===== src/rtl/gamepad_pkg.sv =====
// Shared definitions for the gamepad event block: default sizes, event field
// layout and the scanner state encoding.
package gamepad_pkg;

  localparam int N_BITS_DEF     = 48;
  localparam int IDX_W_DEF      = 6;
  localparam int FIFO_DEPTH_DEF = 16;

  // Event word layout: {pressed, button index}.
  localparam int EVT_PRESSED_BIT = IDX_W_DEF;
  localparam int EVT_IDX_LSB     = 0;
  localparam int EVT_IDX_MSB     = IDX_W_DEF - 1;

  typedef enum logic [1:0] {
    ST_INIT = 2'd0,
    ST_IDLE = 2'd1,
    ST_SCAN = 2'd2
  } state_e;

endpackage


===== src/rtl/gp_evt_fifo.sv =====
// Synchronous first-word-fall-through FIFO for button events; the head word
// is presented on dout the cycle after it is pushed.
module gp_evt_fifo #(
  parameter int WIDTH = 7,
  parameter int DEPTH = 16
) (
  input  logic                     clk,
  input  logic                     rst_n,
  input  logic                     push,
  input  logic [WIDTH-1:0]         din,
  output logic                     full,
  input  logic                     pop,
  output logic [WIDTH-1:0]         dout,
  output logic                     valid,
  output logic [$clog2(DEPTH):0]   level
);

  localparam int AW = $clog2(DEPTH);

  logic [WIDTH-1:0] mem_q [DEPTH];
  logic [AW:0]      wr_q;
  logic [AW:0]      rd_q;
  logic             do_push;
  logic             do_pop;

  // Pointers carry one extra wrap bit so full and empty are distinguishable.
  assign level   = wr_q - rd_q;
  assign valid   = (wr_q != rd_q);
  assign full    = (wr_q[AW] != rd_q[AW]) && (wr_q[AW-1:0] == rd_q[AW-1:0]);
  assign do_pop  = pop && valid;
  assign do_push = push && (!full || do_pop);
  assign dout    = valid ? mem_q[rd_q[AW-1:0]] : '0;

  // NOTE: sequential state uses non-blocking assignments so every register
  // samples pre-edge values regardless of block ordering.
  always_ff @(posedge clk or negedge rst_n) begin
    if (!rst_n) begin
      wr_q <= '0;
      rd_q <= '0;
    end else begin
      if (do_push) wr_q <= wr_q + 1'b1;
      if (do_pop)  rd_q <= rd_q + 1'b1;
    end
  end

  // NOTE: storage has no reset; contents are only observable through dout,
  // which is forced to zero while the FIFO is empty.
  always_ff @(posedge clk) begin
    if (do_push) mem_q[wr_q[AW-1:0]] <= din;
  end

endmodule


===== src/rtl/gamepad_evt.sv =====
// Turns successive gamepad scan words into per-button press/release events,
// lowest button index first, queued in a small FIFO for the bus front-end.
module gamepad_evt
  import gamepad_pkg::*;
#(
  parameter int N_BITS     = N_BITS_DEF,
  parameter int IDX_W      = IDX_W_DEF,
  parameter int FIFO_DEPTH = FIFO_DEPTH_DEF,
  parameter bit ACTIVE_LOW = 1'b0
) (
  input  logic                          clk,
  input  logic                          rst_n,
  input  logic [N_BITS-1:0]             gp_value,
  input  logic                          gp_stb,
  output logic [IDX_W:0]                evt_data,
  output logic                          evt_valid,
  input  logic                          evt_ready,
  output logic [$clog2(FIFO_DEPTH):0]   evt_level,
  output logic                          ovf,
  input  logic                          ovf_clr
);

  function automatic logic [IDX_W-1:0] lowest_set(input logic [N_BITS-1:0] v);
    lowest_set = '0;
    for (int k = N_BITS - 1; k >= 0; k--) begin
      if (v[k]) lowest_set = k[IDX_W-1:0];
    end
  endfunction

  state_e             state_q;
  logic [N_BITS-1:0]  cur_q;
  logic [N_BITS-1:0]  prev_q;
  logic               ovf_q;

  logic [N_BITS-1:0]  btn;
  logic [N_BITS-1:0]  pending;
  logic               any_pend;
  logic [IDX_W-1:0]   scan_idx;
  logic [IDX_W:0]     push_data;
  logic               fifo_full;
  logic               fifo_pop;
  logic               push;
  logic               ovf_set;

  assign btn       = ACTIVE_LOW ? ~gp_value : gp_value;
  assign pending   = cur_q ^ prev_q;
  assign any_pend  = |pending;
  assign scan_idx  = lowest_set(pending);
  assign push_data = {cur_q[scan_idx], scan_idx};
  assign fifo_pop  = evt_valid && evt_ready;
  assign push      = (state_q == ST_SCAN) && any_pend && (!fifo_full || fifo_pop);
  // A new scan arriving while changes are still pending merges into them.
  assign ovf_set   = gp_stb && (state_q != ST_INIT) && any_pend;
  assign ovf       = ovf_q;

  always_ff @(posedge clk or negedge rst_n) begin
    if (!rst_n) begin
      state_q <= ST_INIT;
      cur_q   <= '0;
      prev_q  <= '0;
      ovf_q   <= 1'b0;
    end else begin
      case (state_q)
        ST_INIT: begin
          // First scan after reset becomes the baseline, so no power-up events.
          if (gp_stb) begin
            cur_q   <= btn;
            prev_q  <= btn;
            state_q <= ST_IDLE;
          end
        end
        ST_IDLE: begin
          if (gp_stb)   cur_q   <= btn;
          if (any_pend) state_q <= ST_SCAN;
        end
        ST_SCAN: begin
          if (gp_stb)    cur_q            <= btn;
          if (push)      prev_q[scan_idx] <= cur_q[scan_idx];
          if (!any_pend) state_q          <= ST_IDLE;
        end
        default: state_q <= ST_INIT;
      endcase

      if (ovf_set)      ovf_q <= 1'b1;
      else if (ovf_clr) ovf_q <= 1'b0;
    end
  end

  gp_evt_fifo #(
    .WIDTH (IDX_W + 1),
    .DEPTH (FIFO_DEPTH)
  ) u_fifo (
    .clk   (clk),
    .rst_n (rst_n),
    .push  (push),
    .din   (push_data),
    .full  (fifo_full),
    .pop   (fifo_pop),
    .dout  (evt_data),
    .valid (evt_valid),
    .level (evt_level)
  );

endmodule


===== config.mk =====
export PLATFORM = sky130hd
export DESIGN_NAME = gamepad_evt
export DESIGN_NICKNAME = d
export VERILOG_FILES = /design/src/rtl/gamepad_pkg.sv /design/src/rtl/gp_evt_fifo.sv /design/src/rtl/gamepad_evt.sv
export SDC_FILE = /design/constraint.sdc
export NUM_CORES = 1
export LEC_CHECK = 0
export ABC_AREA = 1
export CORE_MARGIN = 3
export CORE_UTILIZATION = 45
export DETAILED_ROUTE_END_ITERATION = 16
export SYNTH_ARGS = -nofsm -noshare
export SYNTH_HDL_FRONTEND = slang
export SYNTH_SLANG_ARGS = --single-unit
export TNS_END_PERCENT = 50

===== constraint.sdc =====
create_clock -name clk -period 10.77 [get_ports clk]
set_clock_uncertainty 0.2 [all_clocks]
set_input_delay 2.154 -clock clk [delete_from_list [all_inputs] [get_ports clk]]
set_output_delay 2.154 -clock clk [all_outputs]
set_load 0.02 [all_outputs]

-- After elaboration in Yosys (flattened, before gate mapping)
Memories as Yosys holds them, arrays and structs flattened.
Index checks and enable logic that the tools add are counted.
- add/subtract/negate cells: 3
- magnitude comparators: 2
- equality and inequality tests: 9
- multiplexer cells: 65
- bitwise logic cells: 1
- reduce and logical (&&, ||, !) cells: 21
- operators with widths (operator ; count):
    $mux 6 ; 48
    $mux 48 ; 2
    $pmux 48 s2 ; 1
    $bwmux 48 ; 1
    $reduce_or 48->1 ; 1
    $xor 48x48->48 ; 1
    $add 5x1->5 const B ; 2
    $logic_and 1x1->1 ; 9
    $lt 6x7->1 const B ; 1
    $mux 7 ; 1
    $bmux 1 s6 ; 1
    $demux 1 s6 ; 1
    $ge 6x1->1 const B ; 1
    $mux 1 ; 6
    $mux 2 ; 3
    $ne 2x2->1 const B ; 3
    $pmux 2 s3 ; 1
    $reduce_and 3->1 ; 2
    $reduce_bool 2->1 ; 3
    $ne 5x5->1 ; 1
    $sub 5x5->5 ; 1
    $eq 4x4->1 ; 1
    $reduce_or 3->1 ; 1
    $eq 2x1->1 const B ; 1
    7 further kinds ; 8
- bits in registers: 109
- RAM bits: 112
- input port bits: 53
- output and inout port bits: 14
- word-level logic and storage cells: 108
- memories: 1
- memories (memory ; depth ; width ; read ports ; clocked after Yosys merged registers in ; wr ports ; line ; RTL):
    u_fifo.mem_q ; 16 ; 7 ; 1 ; 0 ; 1 ; gp_evt_fifo.sv:20 ; logic [WIDTH-1:0] mem_q [DEPTH];

-- Longest topological paths before layout
- depth after elaboration: 56
- gate-level depth with buffers: 63

-- Cells and area by module
Synthesis repeated with hierarchy kept, for this count alone.
- cells, all modules: 1599
- area, all modules: 12569.6 µm²
- by module, submodules not included (module ; times used ; cells an instance ; area an instance (µm²) ; sequential area each (µm²)):
    gamepad_evt ; 1 ; 1016 ; 6871.6 ; 2477.4
    gp_evt_fifo ; 1 ; 583 ; 5698.0 ; 3613.5

-- Worst setup path after synthesis
Ideal clock, no wire load.
- path type: flip-flop to flip-flop
- start point: register cur_q[47]
- end point: memory u_fifo.mem_q[0][6], data pin
- arrival time: 3920 ps
- required time: 10278 ps
- slack: 6358 ps
- stages on the path, launching flop included: 63
- path buffers: 2
- period minus slack after synthesis: 4412 ps
- cells stage by stage: dfrtp_1 -> inv_1 -> nand2_1 -> nand2_1 -> nand2_1 -> nand2_1 -> nand2_1 -> nand2_1 -> nand2_1 -> nand2_1 -> nand2_1 -> nand2_1 -> nand2_1 -> nand2_1 -> nand2_1 -> nand2_1 -> nand2_1 -> nand2_1 -> [27 not listed] -> nand2_1 -> nand2_1 -> nand2_1 -> nand2_1 -> nand2_2 -> nand2_2 -> buf_6 -> inv_1 -> nand3_1 -> nand2_1 -> inv_1 -> nand3_1 -> nand2_1 -> nand2_1 -> nand2_2 -> buf_2 -> nand2_1 -> inv_1
- word-level cells in the longest chain between the ends: 51
- RTL lines (element ; line ; RTL):
    start, declared ; gamepad_evt.sv:31 ; logic [N_BITS-1:0] cur_q;
    start signal, assigned ; gamepad_evt.sv:67 ; cur_q <= btn;
    start signal, assigned ; gamepad_evt.sv:73 ; if (gp_stb) cur_q <= btn;
    start signal, assigned ; gamepad_evt.sv:77 ; if (gp_stb) cur_q <= btn;
    $xor 48x48->48 ; gamepad_evt.sv:46 ; assign pending = cur_q ^ prev_q;
    $mux 6 (48 in series) ; gamepad_evt.sv:26 ; if (v[k]) lowest_set = k[IDX_W-1:0];
    net push_data[0] ; gamepad_evt.sv:39 ; logic [IDX_W:0] push_data;
    $bmux 1 s6 ; gamepad_evt.sv:49 ; assign push_data = {cur_q[scan_idx], scan_idx};
    $mux 1 (implied by the code) ; gamepad_evt.sv:49 ;
    net push_data[6] ; gamepad_evt.sv:39 ;
    end, declared ; gp_evt_fifo.sv:20 ;
The timed path passes the listed nets, and every way through them passes these cells. The select of a mux whose other input is x is not followed.

-- Worst setup path after layout
- start point: register prev_q[45]
- end point: memory u_fifo.mem_q[2][6], data pin
- word-level cells in the longest chain between the ends: 49
- RTL lines (element ; line ; RTL):
    start, declared ; gamepad_evt.sv:32 ; logic [N_BITS-1:0] prev_q;
    start signal, assigned ; gamepad_evt.sv:68 ; prev_q <= btn;
    start signal, assigned by index ; gamepad_evt.sv:78 ; if (push) prev_q[scan_idx] <= cur_q[scan_idx];
    $xor 48x48->48 ; gamepad_evt.sv:46 ;
    $mux 6 (46 in series) ; gamepad_evt.sv:26 ;
    net push_data[0] ; gamepad_evt.sv:39 ;
    $bmux 1 s6 ; gamepad_evt.sv:49 ;
    $mux 1 (implied by the code) ; gamepad_evt.sv:49 ;
    net push_data[6] ; gamepad_evt.sv:39 ;
The timed path passes the listed nets, and every way through them passes these cells. The select of a mux whose other input is x is not followed.

==> results summary <==
The hold buffer count at CTS came out at 0. Yosys attributes the largest share of cell area to sky130_fd_sc_hd__edfxtp_1 (28%), sky130_fd_sc_hd__dfrtp_1 (23%), sky130_fd_sc_hd__nor2_1 (8.8%). The register bit total from synthesis is between 200 and 250.

The cell family contributing the most delay on the critical path is simple AND/OR/NAND/NOR gates. The cell count after synthesis came out at 1446. After synthesis, the largest family of logic cells by area is simple AND/OR/NAND/NOR gates. The global-route wire length before repair came out at between 50 and 60 mm. The worst register-to-register path ends at u_fifo.mem_q[2][6]. The via count of the first global-routing pass came out at about 9700. The tree is rooted in a sky130_fd_sc_hd__clkbuf_16. The quantity of gates resized following cts is 0. The distinct cell type count of the synthesized netlist is 34.

Setup violations remaining at the end of the flow were counted as 0. Among all stages on the critical path, the largest delay is contributed by sky130_fd_sc_hd__nand2_2. The mean area per synthesized cell came out at around 8.3 µm². The number of standard-cell rows in the floorplan came out at ~60. For the worst-skew pair, the clock arrives at the later sink with an insertion delay of approximately 0.54 ns. The average wire per cell in the routed design came out at 18.48 µm. The die covers roughly 29000 µm².

The area of the mapped netlist is about 12000 µm². After the first detailed-routing iteration, the DRC count stood at 963. The fraction of final layout cells with drive strength greater than 1 is between 4 and 5%. The largest fanout on the critical path came out at 35. The fraction of the mapped netlist area in compound gates is about 14%. The number of buffers added for setup after CTS came out at 0. The share of synthesized area spent on multiplexers came out at 0%. The startpoint identified for the worst register-to-register timing path is prev_q[45]. In this run the static leakage power is around 6 nW. The number of max-slew violations in the final report was 0.

After global routing the overflow that remains totals 0. The normalized max-slew margin came out at 23.36%. Across the run, the number of max-cap violations was 0.

The number of buffers between clock root and the deepest sink is 3. The pin slew with the least headroom to its limit is around 1.1 ns. The first detailed-routing pass ran for 6 iterations. Yosys mapped a number of flops with a built-in enable equal to ~110. During synthesis, Yosys emitted a total of 0 warnings. The H-tree depth is 1.

The adder-cell share of the synthesized area came out at under 10%. The post-detailed-route DRC marker count is 0. The commonest cells after synthesis are sky130_fd_sc_hd__nor2_1 (280), sky130_fd_sc_hd__nand2_1 (182), sky130_fd_sc_hd__inv_1 (171). In this run the number of cells on the critical path is 58.

The number of buffers added by the clock tree synthesis step came out at 25. The cell accounting for the most synthesized area is sky130_fd_sc_hd__edfxtp_1. 0 antenna diodes ended up in the layout.

The most numerous cell in the Yosys netlist is sky130_fd_sc_hd__nor2_1. The setup TNS after final layout is 0 ns. The synthesis-to-finish area growth is 14.57%. The clock edge transition at the registers on the reported setup and hold paths is about 0.060 ns. The number of nets in the final layout is around 1500. The worst setup path startpoint is prev_q[45]. Buffers placed on the I/O ports in this run total 66. The area of the core region came out at between 20000 and 30000 µm². The tightest min-delay check is of the flip-flop to flip-flop type. STA classifies the critical path endpoint as a flip-flop.

In the post-route analysis, the smallest setup slack over all paths is 4.512 ns. Measured in cells, the most critical reg-to-reg path has a length of between 50 and 60. After synthesis, the largest area contributor takes up between 20% and 30% of total cell area.

The clock net in this run drives a total of about 220 sinks. The die outline width is between 150 and 200 µm. The arrival time of the worst setup path came out at 6.36 ns. The termination of the worst setup path is u_fifo.mem_q[2][6]. Total power for the finished layout comes to approximately 0.0034 W.

The total number of vias is approximately 9900. The top-level port count is 67. By instance count, the cell type seen most on the critical path is sky130_fd_sc_hd__nand2_1. The number of nets in the synthesized netlist is between 1500 and 2000.

On the final layout, the worst hold slack is approximately 0.28 ns. The setup slack at placement is about 4.6 ns. The total count of hold-check failures in the final report is 0.

The area share of and/or/nand/nor cells after synthesis is between 20% and 30%. The final period utilization is 58.10%. The final wirelength is about 34 mm. For this run, the leading register cell type out of synthesis is sky130_fd_sc_hd__edfxtp_1. Static timing analysis puts the maximum clock frequency at 0.1598 GHz.

The fraction of synthesis flops using an asynchronous set or reset pin is between 40% and 50%. Global routing used between 20% and 30% of the available tracks. At the worst endpoint, the required time is 10.87 ns.

The number of vias per cell is roughly 5.4. The kind of critical path is flip-flop to flip-flop. TritonCTS built the clock tree. The combined buffer and inverter count along the critical path came out at 4. The type of origin of the critical path is a flip-flop. The detail route stage leaves a number of antenna-violating nets equal to 0.

The reg-to-reg setup timing slack came out at 4.51 ns. The HPWL after detailed placement is roughly 22 mm. Setup repair after global routing left no endpoint under its margin. The portion of the post-synthesis area used by sequential elements came out at between 50 and 60%. The final weighted congestion in routability-driven placement came out at around 0.87. The delay contributed by the slowest stage of the critical path came out at approximately 0.53 ns. The final-layout fill cell count is about 2500. The number of antenna violations at the first check in global routing is 0. The cell area power density came out at about 250 nW/µm².

The run finished with clean final reports. The die outline height is 169.1 µm. The share of the synthesized netlist area taken by xor and xnor gates came out at roughly 4.2%. The worst-case vdd ir drop came out at 0.1146 mV. The maximum number of pins on one net before global-route repair came out at 97. The initial utilization of the core area, before any placement, comes to between 40 and 50%. The shortest period the worst path allows came out at between 6 and 7 ns.
==> cell usage in the layout, fill, tap and decap left out, types with 2 or more instances in the layout <==
| cell type | netlist | final |
|---|---|---|
| sky130_fd_sc_hd__nor2_1 | 280 | 279 |
| sky130_fd_sc_hd__nand2_1 | 182 | 182 |
| sky130_fd_sc_hd__inv_1 | 171 | 170 |
| sky130_fd_sc_hd__a21oi_1 | 132 | 131 |
| sky130_fd_sc_hd__edfxtp_1 | 112 | 112 |
| sky130_fd_sc_hd__dfrtp_1 | 109 | 109 |
| sky130_fd_sc_hd__o21ai_0 | 101 | 101 |
| sky130_fd_sc_hd__clkdlybuf4s50_1 | 0 | 65 |
| sky130_fd_sc_hd__nand3_1 | 60 | 60 |
| sky130_fd_sc_hd__xor2_1 | 32 | 32 |
| sky130_fd_sc_hd__xnor2_1 | 26 | 26 |
| sky130_fd_sc_hd__nand4_1 | 26 | 26 |
| sky130_fd_sc_hd__clkbuf_16 | 0 | 25 |
| sky130_fd_sc_hd__o21a_1 | 20 | 20 |
| sky130_fd_sc_hd__nor3_1 | 19 | 19 |
| sky130_fd_sc_hd__o22ai_1 | 19 | 19 |
| sky130_fd_sc_hd__buf_4 | 1 | 16 |
| sky130_fd_sc_hd__nand3b_1 | 11 | 11 |
| sky130_fd_sc_hd__o221ai_1 | 10 | 10 |
| sky130_fd_sc_hd__nand3_2 | 10 | 10 |
| sky130_fd_sc_hd__a21boi_0 | 10 | 10 |
| sky130_fd_sc_hd__a31oi_1 | 9 | 9 |
| sky130_fd_sc_hd__ha_1 | 9 | 9 |
| sky130_fd_sc_hd__clkinv_1 | 3 | 6 |
| sky130_fd_sc_hd__o211ai_1 | 5 | 5 |
| sky130_fd_sc_hd__clkinv_2 | 0 | 5 |
| sky130_fd_sc_hd__nor4_1 | 4 | 4 |
| sky130_fd_sc_hd__bufinv_16 | 0 | 4 |
| sky130_fd_sc_hd__nand2_2 | 3 | 3 |
| sky130_fd_sc_hd__clkbuf_1 | 61 | 3 |
| sky130_fd_sc_hd__o21bai_1 | 2 | 2 |
| sky130_fd_sc_hd__nor2_4 | 0 | 2 |
| sky130_fd_sc_hd__clkinvlp_4 | 0 | 2 |
| sky130_fd_sc_hd__clkbuf_8 | 0 | 2 |
==> worst register-to-register path: cells and delay by family, from the launching register on <==
kind                   cells  cell delay [ns]
buffers and inverters      4             1.28
XOR/XNOR                   1             0.27
AND/OR/NAND/NOR           53             3.87
flip-flops                 1             0.39
==> layer usage <==
layer / global-route usage [%] / share of wire [%] / vias to the layer above
met5: 0 / 0 / -
met4: 8.535 / 3.6 / 0
met3: 3.199 / 6.0 / 68
met2: 40.00 / 48 / 328
met1: 31.94 / 43 / 4693
li1: - / - / 4849
==> metrics by stage <==
stage                     cell area (µm²)  instances  util [%]
after global routing                13720       1832     52.49
after floorplan                     11970       1446         -
after detailed placement            12850       1786     49.18
after CTS                           13720       1832     52.49
after global placement              12850       1786     49.18
final                               13720       1832     52.49
==> power by group <==
part	leakage [nW]	total, W	internal [W]	switching, W
clock	0.421	0.000897	0.000539	0.000358
combinational	3.15	0.00136	0.000422	0.000941
sequential	2.41	0.00116	0.00109	0.0000710
==> sequential cells by signal, summed over array words and instances (netlist names) <==
register      flops
u_fifo.mem_q    112
cur_q            48
prev_q           48
u_fifo.rd_q       5
u_fifo.wr_q       5
state_q           2
ovf               1
==> cell families after synthesis <==
group / count (synthesis)
AO/OA/AOI/OAI: 310
XOR/XNOR: 58
adder cells (fa/ha/maj): 10
buffers and inverters: 250
flip-flops: 221
AND/OR/NAND/NOR: 597
==> worst min path at each step <==
| stage | startpoint | endpoint | slack (ns) | cells after the start |
|---|---|---|---|---|
| 2_1_floorplan | u_fifo.wr_q[4] | u_fifo.wr_q[4] | 0.26 | 1 |
| 3_3_place_gp | u_fifo.wr_q[4] | u_fifo.wr_q[4] | 0.28 | 1 |
| 3_5_place_dp | u_fifo.wr_q[4] | u_fifo.wr_q[4] | 0.28 | 1 |
| 4_1_cts | u_fifo.wr_q[4] | u_fifo.wr_q[4] | 0.29 | 1 |
| 5_1_grt | u_fifo.wr_q[4] | u_fifo.wr_q[4] | 0.30 | 1 |
| 6_report | u_fifo.wr_q[4] | u_fifo.wr_q[4] | 0.28 | 1 |
==> cell type report <==
type | instances | area, µm² | share of cell area (%)
clock inverter | 16 | 200.2 | 1.459
sequential | 221 | 6091 | 44.40
timing repair buffer | 81 | 770.7 | 5.619
tap | 335 | 419.2 | 3.056
inverter | 174 | 653.1 | 4.761
multi-input combinational | 975 | 4918 | 35.86
clock buffer | 30 | 664.4 | 4.844
Note: power is estimated with default switching activity, not from simulation.
